### src/rtl/pll_reset_sequencer.sv
// pll_reset_sequencer: turns a raw, asynchronous PLL LOCK into a clean
// design reset. LOCK is synchronized, debounced, then reset is held for a
// fixed hold-off before release. Lock losses seen while running are
// counted with a saturating counter. A soft reset re-runs the hold-off.
//
// Ports:
//   clock      : PLL output clock, the only clock
//   reset_n    : asynchronous active-low reset
//   pll_lock   : raw PLL LOCK, asynchronous to clock
//   soft_reset : single-cycle request to re-run hold-off (RUN only)
//   reset      : registered active-high reset for the design
//   ready      : registered, high only in RUN (always ~reset)
//   loss_count : saturating count of lock losses seen in RUN
module pll_reset_sequencer #(
    parameter int unsigned SYNC_STAGES     = 2,
    parameter int unsigned DEBOUNCE_CYCLES = 4,
    parameter int unsigned HOLD_CYCLES     = 16,
    parameter int unsigned LOSS_W          = 8
) (
    input  logic              clock,
    input  logic              reset_n,
    input  logic              pll_lock,
    input  logic              soft_reset,
    output logic              reset,
    output logic              ready,
    output logic [LOSS_W-1:0] loss_count
);

    localparam int unsigned CNT_MAX =
        (DEBOUNCE_CYCLES > HOLD_CYCLES) ? DEBOUNCE_CYCLES : HOLD_CYCLES;
    localparam int unsigned CNT_W = $clog2(CNT_MAX + 1);

    // Terminal values: the cycle in which the counter holds *_LAST is the
    // final one of the phase, so the transition lands exactly on count N.
    localparam logic [CNT_W-1:0] DEB_LAST  = CNT_W'(DEBOUNCE_CYCLES - 1);
    localparam logic [CNT_W-1:0] HOLD_LAST = CNT_W'(HOLD_CYCLES - 1);
    localparam logic [CNT_W-1:0] CNT_ONE   = CNT_W'(1);
    localparam logic [LOSS_W-1:0] LOSS_MAX = '1;
    localparam logic [LOSS_W-1:0] LOSS_ONE = LOSS_W'(1);

    // A one-cycle debounce is already satisfied by the sample that leaves
    // WAIT_LOCK, so that case skips straight to HOLD.
    localparam logic DEB_SINGLE = (DEBOUNCE_CYCLES == 1);

    typedef enum logic [1:0] {
        WAIT_LOCK,
        DEBOUNCE,
        HOLD,
        RUN
    } state_e;

    state_e              state_q, state_d;
    logic [CNT_W-1:0]    cnt_q, cnt_d;
    logic [LOSS_W-1:0]   loss_q, loss_d;
    logic                reset_q;
    logic                ready_q;
    logic [SYNC_STAGES-1:0] sync_q;
    logic                lock_s;

    // Lock synchronizer: the only logic that touches pll_lock.
    always_ff @(posedge clock or negedge reset_n) begin
        if (!reset_n) begin
            sync_q <= '0;
        end else begin
            sync_q <= {sync_q[SYNC_STAGES-2:0], pll_lock};
        end
    end

    assign lock_s = sync_q[SYNC_STAGES-1];

    always_ff @(posedge clock or negedge reset_n) begin
        if (!reset_n) begin
            state_q <= WAIT_LOCK;
            cnt_q   <= '0;
            loss_q  <= '0;
            reset_q <= 1'b1;
            ready_q <= 1'b0;
        end else begin
            state_q <= state_d;
            cnt_q   <= cnt_d;
            loss_q  <= loss_d;
            // Both outputs are decoded from the next state so they
            // change on the same edge as the state itself.
            reset_q <= (state_d != RUN);
            ready_q <= (state_d == RUN);
        end
    end

    always_comb begin
        state_d = state_q;
        cnt_d   = cnt_q;
        loss_d  = loss_q;

        unique case (state_q)
            WAIT_LOCK: begin
                cnt_d = '0;
                if (lock_s) begin
                    if (DEB_SINGLE) begin
                        state_d = HOLD;
                    end else begin
                        state_d = DEBOUNCE;
                        cnt_d   = CNT_ONE;
                    end
                end
            end

            DEBOUNCE: begin
                if (!lock_s) begin
                    state_d = WAIT_LOCK;
                    cnt_d   = '0;
                end else if (cnt_q >= DEB_LAST) begin
                    state_d = HOLD;
                    cnt_d   = '0;
                end else begin
                    cnt_d = cnt_q + CNT_ONE;
                end
            end

            HOLD: begin
                if (!lock_s) begin
                    state_d = WAIT_LOCK;
                    cnt_d   = '0;
                end else if (cnt_q >= HOLD_LAST) begin
                    state_d = RUN;
                    cnt_d   = '0;
                end else begin
                    cnt_d = cnt_q + CNT_ONE;
                end
            end

            RUN: begin
                cnt_d = '0;
                // Lock loss has priority over a simultaneous soft reset.
                if (!lock_s) begin
                    state_d = WAIT_LOCK;
                    if (loss_q != LOSS_MAX) begin
                        loss_d = loss_q + LOSS_ONE;
                    end
                end else if (soft_reset) begin
                    state_d = HOLD;
                end
            end

            default: begin
                state_d = WAIT_LOCK;
                cnt_d   = '0;
            end
        endcase
    end

    assign reset      = reset_q;
    assign ready      = ready_q;
    assign loss_count = loss_q;

endmodule

### config.mk
export PLATFORM = sky130hd
export DESIGN_NAME = pll_reset_sequencer
export DESIGN_NICKNAME = d
export VERILOG_FILES = /design/src/rtl/pll_reset_sequencer.sv
export SDC_FILE = /design/constraint.sdc
export NUM_CORES = 1
export LEC_CHECK = 0
export ABC_AREA = 1
export CAP_MARGIN = 10
export CORE_MARGIN = 1.5
export CORE_UTILIZATION = 40
export CTS_CLUSTER_SIZE = 10
export DETAILED_ROUTE_END_ITERATION = 10
export MAX_ROUTING_LAYER = met4
export PLACE_DENSITY = 0.66
export SYNTH_ARGS = -nofsm -noshare
export SYNTH_HDL_FRONTEND = slang
export SYNTH_SLANG_ARGS = --single-unit
### constraint.sdc
create_clock -name clock -period 1.6 [get_ports clock]
set_input_delay 0.32 -clock clock [delete_from_list [all_inputs] [get_ports clock]]
set_output_delay 0.32 -clock clock [all_outputs]
set_load 0.005 [all_outputs]
==> reports/summary.txt, run 1 <==
Most frequent cell after synthesis = nand2_1
WL/cell = 10.8 um
Max Cap Viol = 0
Post-DP HPWL = 1380 um
CTS Buf Count = 3
Worst Tran Pin Value = 250 ps
Fin crit share = 0.961
Min Clock Period, post-route = 1540 ps
Via count = 822
Largest net degree at the start of global routing = 20
# clock sinks = 19
EDFF count, synth = 0
Final Wtd Congestion = 0.771
Max Clk Rate = 0.650 GHz
Reg2reg start = cnt_q[1]
LEAKAGE = 0.656 nW
Endpoints failing setup = 0
Seq/Total Area, Yosys = 0.501
Starting Density = 0.426
# nets final = 151
Die area = 2680 um^2
Top_reg_cell synth = dfrtp_1
Crit path to = loss_count[1]
Yosys top cell area share = 0.474
Worst-path clk slew = 110 ps
Pwr/cell area = 901 nW/um^2
Syn_nets = 124
Slowest CP cell = clkdlybuf4s50_1
Antenna cells = 0
Max Slew Vio Count = 0
VDD IR max = 0.646 mV
# fillers = 216
Crit-path leading delay family = buffers and inverters
Critical path class = reg -> out
Die height = 51.8 um
Cell accounting for the most synthesized area = dfrtp_1
Drt total wl = 1850 um
Yosys warnings = 0
Synth async-reset ratio = 1.00
Worst Hold Slack = 357 ps
Worst relative slew slack = 0.832
Total GRT Usage = 0.164
Residual DRC = 0
CP Depth = 1
Cts hold-fix bufs = 0
Final ANT Viol Nets = 0
Cells along the critical path = clkdlybuf4s50_1
Crit. End Element = output port
Syn-to-layout area delta = 28.4%
R2r endpoint = cnt_q[4]
Clock skew = 5.79 ps
CP Max Fanout = 4
Post-Syn Area = 951 um^2
Synth top cells by count = nand2_1, dfrtp_1, inv_1
CP startpoint kind = flop
Worst path bufs/invs = 1
I/O pin cnt = 14
Clk_lat worst skew = 290 ps
Initial drt markers = 13
Final Hold Vio Count = 0
RSZ-0062 raised after global routing = no
CTS root buf = clkbuf_4
GR Overflow Total = 0
Setup crit start = loss_count[1]
Cell types occupying the most area after synthesis = dfrtp_1, nand2_1, inv_1, nor2_1, ha_1
#FFs+latches synth = 19
Syn avg cell area = 8.13 um^2
Row count = 17
DRT Pass-1 Iters = 4
Worst reg2reg setup slack = 160 ps
Critical path arrival = 1220 ps
Worst Hold Class = in -> async
Clock Path Buffers = 2
First-pass GRT wire length = 3170 um
H-tree depth = 1
Port Buffers = 13
CTS tree = yes
Setup TNS = 0 ps
Layout cell share with drive strength beyond 1 = 0.175
Core ar. = 2230 um^2
Mapped Cells = 117
Initial antenna violation count = 0
Critical path's largest stage delay = 520 ps
Vias/cell = 4.81
Die width = 51.8 um
Status = completed
Post-synthesis cell type count = 18
Critical Path RT = 1280 ps
Worst r2r path cells = 9
Vias in the first global route = 798
per-stage QoR:
step	total power (W)	util	cells	instance area (um^2)	worst slack, ps
floorplan	0.000736	-	117	951	270
global placement	0.000814	0.503	159	1120	233
detailed placement	0.000829	0.503	159	1120	118
CTS	0.00107	0.518	164	1160	2.38
global route	0.00118	0.547	171	1220	9.31
finish	0.00110	0.547	171	1220	62.1
per-layer routing:
layer | share of wire | wire length, um | GRT usage
met5 | 0 | 0 | -
met4 | 0.0054 | 10 | 0.0526
met2 | 0.53 | 979 | 0.295
met3 | 0.032 | 59 | 0.0345
met1 | 0.43 | 797 | 0.180
cell type report:
type | count | area, um^2 | area share
timing repair buffer | 22 | 204 | 0.167
tap | 28 | 35.0 | 0.0287
clock buffer | 3 | 22.5 | 0.0184
clock inverter | 1 | 5.00 | 0.00410
inverter | 16 | 60.1 | 0.0492
sequential | 19 | 478 | 0.391
multi-input combinational | 82 | 417 | 0.341
cell families (layout without fill, tap and decap cells):
group           count (synthesis)  after routing  synth area share
compound gates                  1              1           0.00526
xor+xnor                        4              4            0.0368
fa+ha+maj                       3              3            0.0395
buf+inv                        16             42            0.0632
flops                          19             19             0.501
simple gates                   74             74             0.354
placed cells by master, fill, tap and decap left out, drive strengths merged, types with 3 or more instances in the layout:
cell / count
nor2: 16
buf: 9
xnor2: 3
dlymetal6s2s: 3
nand3: 5
dfrtp: 18
clkdlybuf4s50: 9
nand4: 4
nor3: 5
ha: 3
nand2: 43
clkbuf: 3
inv: 16
where the power goes:
part / leakage, nW / switching [W] / internal, W / total [W]
Combinational: 0.388 / 0.000148 / 0.000131 / 0.000279
Clock: 0.0177 / 0.000141 / 0.0000928 / 0.000234
Sequential: 0.251 / 0.0000532 / 0.000534 / 0.000587
Total: 0.656 / 0.000343 / 0.000758 / 0.00110
flip-flops by register name, summed over array words and instances, names as in the netlist:
register and count:
reset 1, state_q 2, sync_q 2, ready 1, loss_count 8, cnt_q 5
timing repair:
item | 4_1_cts | 5_1_grt
buffers inserted | 1 | 7
setup endpoints to repair | 2 | 12
resized for setup | 1 | 5
cloned | 0 | 0
worst min path at each step:
stage	start	end	slack (ps)	cells past startpoint
2_1_floorplan	reset_n	cnt_q[0]	20	0
3_3_place_gp	sync_q[0]	sync_q[1]	330	0
3_5_place_dp	sync_q[0]	sync_q[1]	330	0
4_1_cts	reset_n	loss_count[6]	360	2
5_1_grt	reset_n	loss_count[6]	360	2
6_report	reset_n	cnt_q[0]	360	2
No activity file was read; power rests on OpenSTA's default activity.
==> run 2, diff against run 1 <==
--- a/config.mk
+++ b/config.mk
@@ -8,10 +8,10 @@
 export ABC_AREA = 1
 export CAP_MARGIN = 10
-export CORE_MARGIN = 1.5
-export CORE_UTILIZATION = 40
+export CORE_MARGIN = 8
+export CORE_UTILIZATION = 47
 export CTS_CLUSTER_SIZE = 10
 export DETAILED_ROUTE_END_ITERATION = 10
 export MAX_ROUTING_LAYER = met4
-export PLACE_DENSITY = 0.66
+export PLACE_DENSITY = 0.75
 export SYNTH_ARGS = -nofsm -noshare
 export SYNTH_HDL_FRONTEND = slang
==> constraint.sdc (replaced) <==
create_clock -name clock -period 1.6 [get_ports clock]
set_input_delay 0.32 -clock clock [delete_from_list [all_inputs] [get_ports clock]]
set_output_delay 0.32 -clock clock [all_outputs]
set_load 0.01 [all_outputs]
==> reports/summary.txt, run 2 (same netlist as run 1, synthesis figures left out) <==
Status = completed (unchanged)
Most frequent cells in the layout = nand2_1, dfrtp_1, inv_1, nor2_1, clkdlybuf4s50_1 (was nand2_1, dfrtp_1, inv_1, nor2_1)
CP startpoint kind = flop (unchanged)
# clock sinks = 19 (unchanged)
Post-DP HPWL = 1500 um (was 1380 um)
Worst Hold Class = in -> async (unchanged)
Die width = 61.0 um (was 51.8 um)
Cells along the critical path = clkdlybuf4s50_1 (unchanged)
Fin util = 0.617 (was 0.547)
Leading cell type in the layout, fill and taps excluded = nand2_1 (unchanged)
Layout cell share with drive strength beyond 1 = 0.155 (was 0.175)
Sw frac = 0.306 (was 0.311)
GR Overflow Total = 0 (unchanged)
Port Buffers = 13 (unchanged)
Vias/cell = 4.82 (was 4.81)
Syn-to-layout area delta = 26.1% (was 28.4%)
Clk_lat worst skew = 290 ps (about the same)
Register area = 478 um^2 (unchanged)
Worst path bufs/invs = 1 (unchanged)
Residual DRC = 0 (unchanged)
Internal Pwr Total = 0.000758 W (about the same)
Critical path class = reg -> out (unchanged)
Endpoints failing setup = 0 (unchanged)
Multi-input combinational cell area = 414 um^2 (was 417 um^2)
Min Clock Period, post-route = 1530 ps (was 1540 ps)
Crit-path leading delay family = buffers and inverters (unchanged)
Seq pwr share = 0.536 (was 0.534)
Crit. End Element = output port (unchanged)
Slowest CP cell = clkdlybuf4s50_1 (unchanged)
R2r endpoint = cnt_q[1] (was cnt_q[4])
Vias in the first global route = 863 (was 798)
# fillers = 173 (was 216)
Via count = 814 (was 822)
Clock skew = 0.737 ps (was 5.79 ps)
Worst-path clk slew = 100 ps (was 110 ps)
WL/cell = 11.6 um (was 10.8 um)
CTS tree = yes (unchanged)
Die height = 61.0 um (was 51.8 um)
Max Clk Rate = 0.652 GHz (was 0.650 GHz)
Setup TNS = 0 ps (unchanged)
Reg2reg start = cnt_q[1] (unchanged)
Clk pwr share = 0.215 (was 0.213)
Row count = 16 (was 17)
# nets final = 150 (was 151)
Worst r2r path cells = 9 (unchanged)
CP Max Fanout = 2 (was 4)
Clock Path Buffers = 2 (unchanged)
Die area = 3720 um^2 (was 2680 um^2)
Total GRT Usage = 0.127 (was 0.164)
I/O pin cnt = 14 (unchanged)
Drt total wl = 1970 um (was 1850 um)
Max FFs per register = 8 (unchanged)
Core ar. = 1940 um^2 (was 2230 um^2)
Comb power frac = 0.249 (was 0.254)
Worst reg2reg setup slack = 120 ps (was 160 ps)
CTS Buf Count = 3 (unchanged)
Pwr/cell area = 910 nW/um^2 (was 901 nW/um^2)
CTS root buf = clkbuf_4 (unchanged)
Critical path arrival = 1210 ps (was 1220 ps)
VDD IR max = 0.624 mV (was 0.646 mV)
Starting Density = 0.490 (was 0.426)
Final ANT Viol Nets = 0 (unchanged)
Max Slew Vio Count = 0 (unchanged)
Worst Tran Pin Value = 280 ps (was 250 ps)
Initial drt markers = 9 (was 13)
Final Hold Vio Count = 0 (unchanged)
Antenna cells = 0 (unchanged)
Critical path's largest stage delay = 540 ps (was 520 ps)
First-pass GRT wire length = 3460 um (was 3170 um)
Final Wtd Congestion = 0.771 (about the same)
Fin crit share = 0.958 (was 0.961)
DRT Pass-1 Iters = 4 (unchanged)
Largest net degree at the start of global routing = 20 (unchanged)
Initial antenna violation count = 0 (unchanged)
Net Sw Power = 0.000334 W (was 0.000343 W)
Max Cap Viol = 0 (unchanged)
LEAKAGE = 0.601 nW (was 0.656 nW)
Critical Path RT = 1280 ps (about the same)
Worst relative slew slack = 0.812 (was 0.832)
H-tree depth = 1 (unchanged)
## run 2: cell count changes in the layout (fill, tap and decap cells not counted), sizes merged
| cell | change |
|---|---|
| clkinv | -1 |
| buf | -1 |
| dlygate4sd2 | +2 |
| clkdlybuf4s50 | +1 |
| clkbuf | +1 |
| dlymetal6s2s | -3 |
## run 2: how the worst max path moves through the flow
| stage | from | to | slack, ps | depth (start not counted) |
|---|---|---|---|---|
| finish | loss_count[4] | loss_count[4] | 70 | 1 |
| global route | cnt_q[1] | cnt_q[3] | -5 | 9 |
| CTS | loss_count[1] | loss_count[1] | 20 | 1 |
| detailed placement | cnt_q[0] | cnt_q[1] | 140 | 9 |
| global placement | cnt_q[0] | cnt_q[4] | 230 | 9 |
| floorplan | cnt_q[0] | cnt_q[4] | 270 | 9 |
## run 2: layout make-up
| type | instances | share of cell area |
|---|---|---|
| Timing Repair Buffer | 21 | 0.156 |
| Sequential cell | 19 | 0.399 |
| Multi-Input combinational cell | 82 | 0.346 |
| Tap cell | 27 | 0.0282 |
| Clock buffer | 4 | 0.0219 |
| Inverter | 16 | 0.0501 |
## run 2: what timing repair did
action,CTS,global route
endpoints found under the setup margin,8,2
setup buffers,5,2
hold buffers,0,0
gates resized for setup,4,0
## run 2: layer usage
layer  GRT usage  vias up  share of wire
met3      0.0212        2          0.046
met2       0.235       16           0.54
met4      0.0664        0         0.0092
met5           -        -              0
met1       0.123      383           0.40
li1            -      413              -
## run 2: power by group through the flow
stage,combinational (W),sequential [W],clock [W]
5_1_grt,0.000308,0.000590,0.000265
3_5_place_dp,0.000224,0.000609,0
2_1_floorplan,0.000140,0.000601,0
4_1_cts,0.000247,0.000592,0.000246
3_3_place_gp,0.000217,0.000602,0
6_report,0.000272,0.000584,0.000235
## run 2: per-stage QoR
step                      hold WS, ps  total power (W)  setup slack (ps)  area [um^2]  instances
after floorplan                  24.4         0.000741               270          951        117
after global placement            335         0.000819               231         1120        158
after detailed placement          340         0.000833               136         1120        158
after CTS                         363          0.00108              16.3         1180        167
after global routing              366          0.00116             -5.38         1200        169
final                             359          0.00109              67.1         1200        169
==> run 3, diff against run 2 <==
- ABC_CLOCK_PERIOD_IN_PS: not set -> 1600
- SETUP_SLACK_MARGIN: not set -> 0.05
==> reports/summary.txt, run 3 (same netlist as run 1, synthesis figures left out) <==
Critical path's largest stage delay = 540 ps (about the same)
Initial drt markers = 10 (was 9)
Endpoints failing setup = 0 (unchanged)
# nets final = 150 (unchanged)
Residual DRC = 0 (unchanged)
# clock sinks = 19 (unchanged)
Max Slew Vio Count = 0 (unchanged)
Vias/cell = 4.78 (was 4.82)
Initial antenna violation count = 0 (unchanged)
Core ar. = 1940 um^2 (unchanged)
Die area = 3720 um^2 (unchanged)
Slowest CP cell = clkdlybuf4s50_1 (unchanged)
Clk pwr share = 0.214 (was 0.215)
Critical path arrival = 1180 ps (was 1210 ps)
Max Clk Rate = 0.667 GHz (was 0.652 GHz)
Clock skew = 0.560 ps (was 0.737 ps)
WL met3 = 80 um (was 90 um)
Starting Density = 0.490 (unchanged)
Worst relative slew slack = 0.812 (unchanged)
Worst Hold Class = in -> async (unchanged)
VDD IR max = 0.626 mV (was 0.624 mV)
Syn-to-layout area delta = 27.2% (was 26.1%)
Internal Pwr Total = 0.000760 W (was 0.000758 W)
Antenna cells = 0 (unchanged)
Crit. End Element = output port (unchanged)
Comb power frac = 0.252 (was 0.249)
Layout cell share with drive strength beyond 1 = 0.162 (was 0.155)
Vias in the first global route = 863 (unchanged)
Worst path bufs/invs = 1 (unchanged)
CP startpoint kind = flop (unchanged)
Worst Tran Pin Value = 280 ps (about the same)
Sw frac = 0.307 (was 0.306)
Max Cap Viol = 0 (unchanged)
Pwr/cell area = 906 nW/um^2 (was 910 nW/um^2)
Drt total wl = 1990 um (was 1970 um)
Port Buffers = 13 (unchanged)
H-tree depth = 1 (unchanged)
Critical Path RT = 1280 ps (about the same)
WL/cell = 11.8 um (was 11.6 um)
First-pass GRT wire length = 3460 um (unchanged)
Leading cell type in the layout, fill and taps excluded = nand2_1 (unchanged)
Status = completed (unchanged)
Max FFs per register = 8 (unchanged)
LEAKAGE = 0.682 nW (was 0.601 nW)
Met2 routed WL = 1070 um (was 1060 um)
RSZ-0062 raised after global routing = no
Min Clock Period, post-route = 1500 ps (was 1530 ps)
Worst-path clk slew = 100 ps (about the same)
Fin crit share = 0.937 (was 0.958)
Cells along the critical path = clkdlybuf4s50_1 (unchanged)
CTS tree = yes (unchanged)
Seq pwr share = 0.533 (was 0.536)
Setup TNS = 0 ps (unchanged)
Top Metal Used = met4 (unchanged)
CP Max Fanout = 2 (unchanged)
Net Sw Power = 0.000337 W (was 0.000334 W)
I/O pin cnt = 14 (unchanged)
Die width = 61.0 um (unchanged)
Largest net degree at the start of global routing = 20 (unchanged)
GR Overflow Total = 0 (unchanged)
Critical path class = reg -> out (unchanged)
Post-DP HPWL = 1500 um (unchanged)
Fin util = 0.623 (was 0.617)
CTS Buf Count = 3 (unchanged)
Final ANT Viol Nets = 0 (unchanged)
Most frequent cells in the layout = nand2_1, dfrtp_1, inv_1, nor2_1, buf_4 (was nand2_1, dfrtp_1, inv_1, nor2_1, clkdlybuf4s50_1)
Cts hold-fix bufs = 0 (unchanged)
Die height = 61.0 um (unchanged)
Crit-path leading delay family = buffers and inverters (unchanged)
M1 wire length = 823 um (was 796 um)
Via count = 808 (was 814)
Final Hold Vio Count = 0 (unchanged)
DRT Pass-1 Iters = 4 (unchanged)
Clock Path Buffers = 2 (unchanged)
Clk_lat worst skew = 290 ps (about the same)
CTS root buf = clkbuf_4 (unchanged)
Row count = 16 (unchanged)
Final Wtd Congestion = 0.771 (unchanged)
Total GRT Usage = 0.127 (unchanged)
==> run 3: cell types whose count changed in the layout (fill, tap and decap cells not counted), sizes merged <==
cell / change
dlymetal6s2s: +4
clkdlybuf4s50: -5
dlygate4sd2: +1
==> run 3: worst paths after layout <==
path                            endpoint  slack (ps)          start  depth (start not counted)
setup reg to reg                cnt_q[1]         170       cnt_q[0]                          9
hold / removal             loss_count[2]         360        reset_n                          2
min in group clock             sync_q[1]         360      sync_q[0]                          0
hold reg to reg                sync_q[1]         360      sync_q[0]                          0
setup / recovery           loss_count[0]         100  loss_count[0]                          1
max in group asynchronous          reset         980        reset_n                          2
==> run 3: final cells by class <==
type                            count  area [um^2]
Timing Repair Buffer               21          195
Fill cell                         172          732
Sequential cell                    19          478
Inverter                           16         60.1
Multi-Input combinational cell     82          417
Tap cell                           27         33.8
Clock buffer                        4         26.3
==> run 3: metal layers <==
| metal | global-route usage | vias up |
|---|---|---|
| li1 | - | 411 |
| met1 | 0.123 | 385 |
| met2 | 0.235 | 10 |
| met3 | 0.0212 | 2 |
| met4 | 0.0664 | 0 |
| met5 | - | - |
==> run 3: power by group through the flow <==
stage                     Clock (W)  Combinational, W  Sequential (W)
after global routing       0.000265          0.000311        0.000590
final                      0.000235          0.000277        0.000585
after global placement            0          0.000217        0.000602
after detailed placement          0          0.000224        0.000609
after floorplan                   0          0.000140        0.000601
after CTS                  0.000246          0.000244        0.000592
==> run 3: metrics by stage <==
step | instances | setup WS (ps) | hold WS, ps | cell area (um^2) | total power (W)
6_report | 169 | 102 | 359 | 1210 | 0.00110
3_3_place_gp | 158 | 231 | 335 | 1120 | 0.000819
5_1_grt | 169 | 56.1 | 366 | 1210 | 0.00117
4_1_cts | 167 | 56.7 | 363 | 1180 | 0.00108
3_5_place_dp | 158 | 136 | 340 | 1120 | 0.000833
2_1_floorplan | 117 | 270 | 24.4 | 951 | 0.000741
==> run 3: timing repair <==
action | CTS | global route
endpoints found under the setup margin | 9 | 10
setup buffers | 5 | 2
resized for setup | 5 | 5
